File: src/rtl/mul_div_unit.sv
// Iterative 32-bit multiply/divide unit feeding the register file write port directly.
// Optional divider datapath enabled by defining MUL_DIV_UNIT_DIV_EN.
module mul_div_unit #(
    parameter int WIDTH  = 32,
    parameter int ADDR_W = 5
) (
    input  logic              clk,
    input  logic              reset,
    input  logic              start,
    input  logic [1:0]        op,
    input  logic [WIDTH-1:0]  operand_a,
    input  logic [WIDTH-1:0]  operand_b,
    input  logic [ADDR_W-1:0] dest,
    output logic              busy,
    output logic              done,
    output logic              wb_en,
    output logic [ADDR_W-1:0] wb_dest,
    output logic [WIDTH-1:0]  wb_data
);

    typedef enum logic [1:0] {
        IDLE = 2'b00,
        RUN  = 2'b01,
        DONE = 2'b10
    } state_t;

    state_t              state_r;
    state_t              state_next_s;
    logic [4:0]          count_r;
    logic [1:0]          op_r;
    logic [WIDTH-1:0]    a_r;
    logic [ADDR_W-1:0]   dest_r;
    logic [2*WIDTH-1:0]  acc_r;
    logic [2*WIDTH-1:0]  acc_next_s;
    logic [WIDTH:0]      mul_sum_s;
    logic                last_iter_s;
    logic                wb_valid_s;
    logic [WIDTH-1:0]    result_s;

    logic                busy_r;
    logic                done_r;
    logic                wb_en_r;
    logic [ADDR_W-1:0]   wb_dest_r;
    logic [WIDTH-1:0]    wb_data_r;

`ifdef MUL_DIV_UNIT_DIV_EN
    logic [WIDTH-1:0]    b_r;
    logic [WIDTH-1:0]    rem_r;
    logic [WIDTH-1:0]    rem_next_s;
    logic [WIDTH-1:0]    quo_r;
    logic [WIDTH-1:0]    quo_next_s;
    logic [WIDTH:0]      shifted_s;
    logic                ge_s;
`endif

    assign last_iter_s = (state_r == RUN) && (count_r == 5'd31);

    // State register
    always_ff @(posedge clk) begin
        if (reset) begin
            state_r <= IDLE;
        end else begin
            state_r <= state_next_s;
        end
    end

    // Next-state logic; start is only honoured in IDLE
    always_comb begin
        state_next_s = state_r;
        case (state_r)
            IDLE: begin
                if (start) begin
                    state_next_s = RUN;
                end else begin
                    state_next_s = IDLE;
                end
            end
            RUN: begin
                if (count_r == 5'd31) begin
                    state_next_s = DONE;
                end else begin
                    state_next_s = RUN;
                end
            end
            DONE:    state_next_s = IDLE;
            default: state_next_s = IDLE;
        endcase
    end

    // Shift-add step: add multiplicand into the upper half when the LSB is set, then shift right
    always_comb begin
        mul_sum_s  = {1'b0, acc_r[2*WIDTH-1:WIDTH]} + ({1'b0, a_r} & {(WIDTH+1){acc_r[0]}});
        acc_next_s = {mul_sum_s, acc_r[WIDTH-1:1]};
    end

`ifdef MUL_DIV_UNIT_DIV_EN
    // Restoring division step; a zero divisor naturally yields all-ones quotient and remainder = dividend
    always_comb begin
        shifted_s  = {rem_r, quo_r[WIDTH-1]};
        ge_s       = (shifted_s >= {1'b0, b_r});
        if (ge_s) begin
            rem_next_s = shifted_s[WIDTH-1:0] - b_r;
        end else begin
            rem_next_s = shifted_s[WIDTH-1:0];
        end
        quo_next_s = {quo_r[WIDTH-2:0], ge_s};
    end
`endif

    // Final-result selection, taken from the values the last iteration produces
    always_comb begin
        result_s = {WIDTH{1'b0}};
        case (op_r)
            2'b00: result_s = acc_next_s[WIDTH-1:0];
            2'b01: result_s = acc_next_s[2*WIDTH-1:WIDTH];
`ifdef MUL_DIV_UNIT_DIV_EN
            2'b10: result_s = quo_next_s;
            2'b11: result_s = rem_next_s;
`else
            2'b10: result_s = {WIDTH{1'b0}};
            2'b11: result_s = {WIDTH{1'b0}};
`endif
            default: result_s = {WIDTH{1'b0}};
        endcase
`ifdef MUL_DIV_UNIT_DIV_EN
        wb_valid_s = 1'b1;
`else
        wb_valid_s = ~op_r[1];
`endif
    end

    // Operand capture and per-iteration datapath state
    always_ff @(posedge clk) begin
        if (reset) begin
            count_r <= 5'd0;
            op_r    <= 2'b00;
            a_r     <= {WIDTH{1'b0}};
            dest_r  <= {ADDR_W{1'b0}};
            acc_r   <= {(2*WIDTH){1'b0}};
        end else if ((state_r == IDLE) && start) begin
            count_r <= 5'd0;
            op_r    <= op;
            a_r     <= operand_a;
            dest_r  <= dest;
            acc_r   <= {{WIDTH{1'b0}}, operand_b};
        end else if (state_r == RUN) begin
            count_r <= count_r + 5'd1;
            acc_r   <= acc_next_s;
        end else begin
            count_r <= count_r;
            acc_r   <= acc_r;
        end
    end

`ifdef MUL_DIV_UNIT_DIV_EN
    // Divider state: quotient register starts as the dividend and fills from the LSB
    always_ff @(posedge clk) begin
        if (reset) begin
            b_r   <= {WIDTH{1'b0}};
            rem_r <= {WIDTH{1'b0}};
            quo_r <= {WIDTH{1'b0}};
        end else if ((state_r == IDLE) && start) begin
            b_r   <= operand_b;
            rem_r <= {WIDTH{1'b0}};
            quo_r <= operand_a;
        end else if (state_r == RUN) begin
            rem_r <= rem_next_s;
            quo_r <= quo_next_s;
        end else begin
            rem_r <= rem_r;
            quo_r <= quo_r;
        end
    end
`endif

    // Registered outputs; writeback fields hold their last value outside DONE
    always_ff @(posedge clk) begin
        if (reset) begin
            busy_r    <= 1'b0;
            done_r    <= 1'b0;
            wb_en_r   <= 1'b0;
            wb_dest_r <= {ADDR_W{1'b0}};
            wb_data_r <= {WIDTH{1'b0}};
        end else begin
            case (state_r)
                IDLE: begin
                    busy_r  <= start;
                    done_r  <= 1'b0;
                    wb_en_r <= 1'b0;
                end
                RUN: begin
                    if (last_iter_s) begin
                        done_r    <= 1'b1;
                        wb_en_r   <= wb_valid_s && (dest_r != {ADDR_W{1'b0}});
                        wb_dest_r <= dest_r;
                        wb_data_r <= result_s;
                    end
                end
                DONE: begin
                    busy_r  <= 1'b0;
                    done_r  <= 1'b0;
                    wb_en_r <= 1'b0;
                end
                default: begin
                    busy_r  <= 1'b0;
                    done_r  <= 1'b0;
                    wb_en_r <= 1'b0;
                end
            endcase
        end
    end

    assign busy    = busy_r;
    assign done    = done_r;
    assign wb_en   = wb_en_r;
    assign wb_dest = wb_dest_r;
    assign wb_data = wb_data_r;

endmodule

File: config.mk
export PLATFORM = sky130hd
export DESIGN_NAME = mul_div_unit
export DESIGN_NICKNAME = d
export VERILOG_FILES = /design/src/rtl/mul_div_unit.sv
export SDC_FILE = /design/constraint.sdc
export NUM_CORES = 1
export LEC_CHECK = 0
export CORE_ASPECT_RATIO = 1.4
export CORE_MARGIN = 3
export CORE_UTILIZATION = 59
export CTS_CLUSTER_SIZE = 20
export DETAILED_ROUTE_END_ITERATION = 6
export GPL_TIMING_DRIVEN = 0
export PLACE_DENSITY = 0.86
export SYNTH_ARGS = -nofsm -noshare
export SYNTH_HDL_FRONTEND = slang
export SYNTH_SLANG_ARGS = --single-unit
File: constraint.sdc
create_clock -name clk -period 6.4 [get_ports clk]
set_input_delay 1.6 -clock clk [delete_from_list [all_inputs] [get_ports clk]]
set_output_delay 1.6 -clock clk [all_outputs]
set_load 0.005 [all_outputs]
# [After elaboration in Yosys (flattened, before gate mapping)]
# Index checks and enable logic that the tools add are counted.
[word_totals] inputBits=74 output_inout_bits=40 reg_bits=150 word_cells=40
[op_classes] addsub=2 mux=7 n_reduce_logical=11 n_bitwise=3 eq_ne=5
[op_table] cell="one-hot mux 32 bit (3 select lines)" count=1
[op_table] cell="2-to-1 mux 32 bit" count=2
[op_table] cell="adder 32 x 33 -> 33 bit" count=1
[op_table] cell="bitwise AND 32 x 33 -> 33 bit" count=1
[op_table] cell="OR reduction 2 bit" count=3
[op_table] cell="adder 5 x 1 -> 5 bit, second input constant" count=1
[op_table] cell="== test 5 bit, second input constant" count=1
[op_table] cell="nonzero test 5 bit" count=1
[op_table] cell="== test 2 x 1 -> 1 bit, second input constant" count=2
[op_table] cell="== test 2 bit, second input constant" count=2
[op_table] cell="zero test 2 bit" count=2
[op_table] cell="one-hot mux 2 bit (2 select lines)" count=1
[op_table] cell="logical AND 1 bit" count=3
[op_table] cell="2-to-1 mux 2 bit" count=1
[op_table] cell="inverter 1 bit" count=2
[op_table] cell="one-hot mux 1 bit (2 select lines)" count=1
[op_table] cell="AND reduction 2 bit" count=1
[op_table] cell="nonzero test 2 bit" count=1
[op_table] cell="2-to-1 mux 1 bit" count=1

# [Logic depth before layout (Yosys ltp)]
[logic_depth] depth_word=4 ltp_mapped=12 depth_no_buf=11

# [Worst setup path after synthesis]
# OpenSTA, ideal clock, no wires.
[synth_timing] kind="reg2reg" from="reg acc_r[0]" to="reg acc_r[63]" setup_ps=132 setup_slack_ps=3402 synth_period_minus_slack_ps=2998 n_path_buf=1 arrival_ps=2867 t_required_ps=6268 stages_incl_launch_ff=13 path_cell_list="dfxtp_1 clkbuf_1 and2_1 ha_1 fa_1 a21o_1 a221o_1 o211ai_2 a21oi_2 o21a_1 a221o_1 a211oi_2 nor3_1"
[synth_between] elab_chain_cells=2
[synth_rtl] element="start: declaration" line_no="33" rtl="logic [2*WIDTH-1:0] acc_r;"
[synth_rtl] element="start signal: assignment" line_no="139" rtl="acc_r <= {(2*WIDTH){1'b0}};"
[synth_rtl] element="start signal: assignment" line_no="145" rtl="acc_r <= {{WIDTH{1'b0}}, operand_b};"
[synth_rtl] element="start signal: assignment" line_no="148" rtl="acc_r <= acc_next_s;"
[synth_rtl] element="bitwise AND 32 x 33 -> 33 bit" line_no="92" rtl="mul_sum_s = {1'b0, acc_r[2*WIDTH-1:WIDTH]} + ({1'b0, a_r} & {(WIDTH+1){acc_r[0]}});"
[synth_rtl] element="adder 32 x 33 -> 33 bit" line_no="92"
# No other way between the ends.
# A chain may end at the register's enable or synchronous reset.

# [Final worst setup path]
# Same ends and word-level chain as after synthesis.

==> results.tsv <==
metric	value	unit
status	finished, final reports clean	
TNS Setup	0	ps
first-pass GRT wire length	38.5	mm
synthesized instance count	977	
Crit. End Element	register	
normalized max-slew margin	0.449	
Initial Util	0.611	
Final Hold Viols	0	
layout cells sized above 1	0.0419	
Total Routing Usage GR	0.349	
WL/cell	19.4	µm
Clock Power Share	0.452	
post-synth cell types	50	
core box area	0.0124	mm²
Post-DP HPWL	17.8	mm
number of port buffers	112	
gr ovfl total	0	
area grow syn2layout	25.1	%
Setup CP Type	reg -> reg	
fin crit period	3820	ps
Sw Ratio	0.290	
crit-path max FO	10	
Async SR Flop Fraction	0	
CTS Buf Count	17	
design area	0.00950	mm²
top cells by count, synth	nand2_1, dfxtp_1, a21oi_1, nor2_1, clkbuf_1	
syn avg cell area	7.77	µm²
clock-pin transition on the worst setup and hold timing paths	80	ps
Critical Path RT	6700	ps
vias per cell	6.17	
CTS tree	built	
ANT nets after route	0	
CTS Buffer Depth	2	
global placement routability congestion	0.976	
Worst Setup SP	acc_r[0]$_SDFFE_PP0P_	
Peak Freq	262	MHz
class of the worst hold path	reg -> reg	
Design Power	2.24	mW
vias	7837	
height of the die	140	µm
Synth Cell Area	0.00759	mm²
final net count	1217	
CP Data Arrival Time	4120	ps
Startpoint Class	register	
Tcrit/Tclk final	0.596	
most instantiated library cell after synthesis	nand2_1	
vias in the first global route	7487	
part of the power in registers	0.443	
pwr dens	235	mW/mm²
Worst Max-Slew Pin Slew	827	ps
CTS H-tree lvls	4	
synth warn	0	
die footprint	0.0143	mm²
max_cap viols	0	
hold buffer count at cts	0	
FF-to-FF Start	acc_r[0]$_SDFFE_PP0P_	
clk root buf	clkbuf_16	
CTS sink count	150	
Ant. Diodes	0	
antenna violations before repair	0	
RSZ-0062 raised after global routing	no	
VDD IR max	0.000181	V
Resize count post-CTS	0	
top cell type by total area after synthesis	dfxtp_1	
FP Rows	48	
P_leak	3.63	nW
Net Sw Power	648	µW
Worst R2R Path Depth	12	
Post-synth EDFFs	0	
die width	102	µm
dominant synthesized flop cell	dfxtp_1	
DRC	0	
largest net degree at the start of global routing	19	
Initial DRT Pass Iterations	5	
Gate power share	0.105	
1st-iter DRT viols	684	
total nets after synthesis	1086	
Setup violations, final	0	
Synth Register Bits	150	
Post-CTS Setup Inserts	0	
cell depth of the worst hold path	2	
Hold Crit Start	a_r[5]$_SDFFE_PP0P_	
DP Area	0.00890	mm²
synth top area cells	dfxtp_1, nand2_1, a21oi_1	
Final Skew	13.8	ps
Worst-Skew Late Latency	440	ps
final WL	24.7	mm
Slew Limit Fails	0	
Util after Layout	0.764	
P_int	1.59	mW
Seq/Total Area, Yosys	0.396	
top-area cell type share of the netlist area	0.396	
I/O pin count	114	
==> final cells by class <==
class,instances,area [µm²]
fillers,983,2930
multi-input cells,752,4310
well taps,150,188
clock inverters,15,174
clock buffers,17,425
plain buffers,66,249
inverters,9,33.8
flip-flops and latches,150,3000
repair buffers,112,1120
==> worst max-delay path: stages (launching register included) <==
cell      delay (ps)
dfxtp_1          430
clkbuf_1         330
and2_1           260
ha_1             240
fa_1             430
a21o_1           210
a221o_1          370
o211ai_2         290
a21oi_2          130
o21a_1           300
a221o_1          400
a211oi_2         230
nor3_1            70
==> cell families (layout without fill, tap and decap cells) <==
kind of cell | Yosys count | after routing | share of synthesized area
XOR/XNOR | 27 | 27 | 0.0311
AO/OA/AOI/OAI | 289 | 289 | 0.228
flip-flops | 150 | 150 | 0.396
adder cells (fa/ha/maj) | 35 | 35 | 0.0587
multiplexers | 22 | 22 | 0.0302
buffers and inverters | 75 | 219 | 0.0372
AND/OR/NAND/NOR | 379 | 379 | 0.219
==> per-stage QoR <==
stage / instances / hold WS (ps) / setup WS [ps]
after global routing: 1271 / 470 / 2530
after detailed placement: 1239 / 441 / 2670
after CTS: 1271 / 453 / 2670
after global placement: 1239 / 434 / 2720
final: 1271 / 450 / 2580
after floorplan: 977 / 432 / 3400
==> sequential cells by signal, summed over array words and instances (netlist names) <==
name,count
acc_r,64
a_r,32
wb_data,32
count_r,5
dest_r,5
wb_dest,5
op_r,2
state_r,2
busy,1
done,1
wb_en,1
==> routing by layer <==
metal	routed length, µm	track usage	vias to the layer above	share of wire
li1	-	-	3687	-
met1	9700	0.423	3671	0.39
met2	11800	0.572	376	0.48
met3	1630	0.0523	103	0.066
met4	1550	0.214	0	0.063
met5	0	0	-	0
==> power by group through the flow <==
stage / registers, mW / clock network [mW] / logic, mW
5_1_grt: 0.993 / 1.05 / 0.253
3_3_place_gp: 1.01 / 0 / 0.226
6_report: 0.990 / 1.01 / 0.236
3_5_place_dp: 1.01 / 0 / 0.229
2_1_floorplan: 1.00 / 0 / 0.126
4_1_cts: 0.990 / 1.01 / 0.231
==> placed cells by master (no fill, tap or decap), types with 3 or more instances in the layout <==
cell type          n
or3_1              5
a211oi_1           5
nand4_1           10
ha_1              34
a31oi_1            5
nand2_1          206
nand2b_1           8
a21oi_1          143
nor2_1            60
inv_8              8
dfxtp_1          150
mux2_2             7
nor3_1            14
clkdlybuf4s50_1  112
nor2b_1            3
inv_1              9
a22oi_1           39
clkbuf_1          59
o211ai_1           3
o21bai_1           5
clkbuf_16         17
a32oi_1            5
a21o_1            10
xnor2_1           17
buf_1              6
mux2i_1           15
clkinv_8           3
and3_1            12
and2_1            35
xor2_1            10
nand3_1           23
o22ai_1            7
o21ai_0           43
==> final timing paths <==
kind,slack [ps],end
worst max-delay path,2580,acc_r[63]$_SDFFE_PP0N_
worst min-delay path,450,a_r[5]$_SDFFE_PP0P_
worst max register to register,2580,acc_r[63]$_SDFFE_PP0N_
worst min register to register,450,a_r[5]$_SDFFE_PP0P_
(Power assumes the default switching activity.)
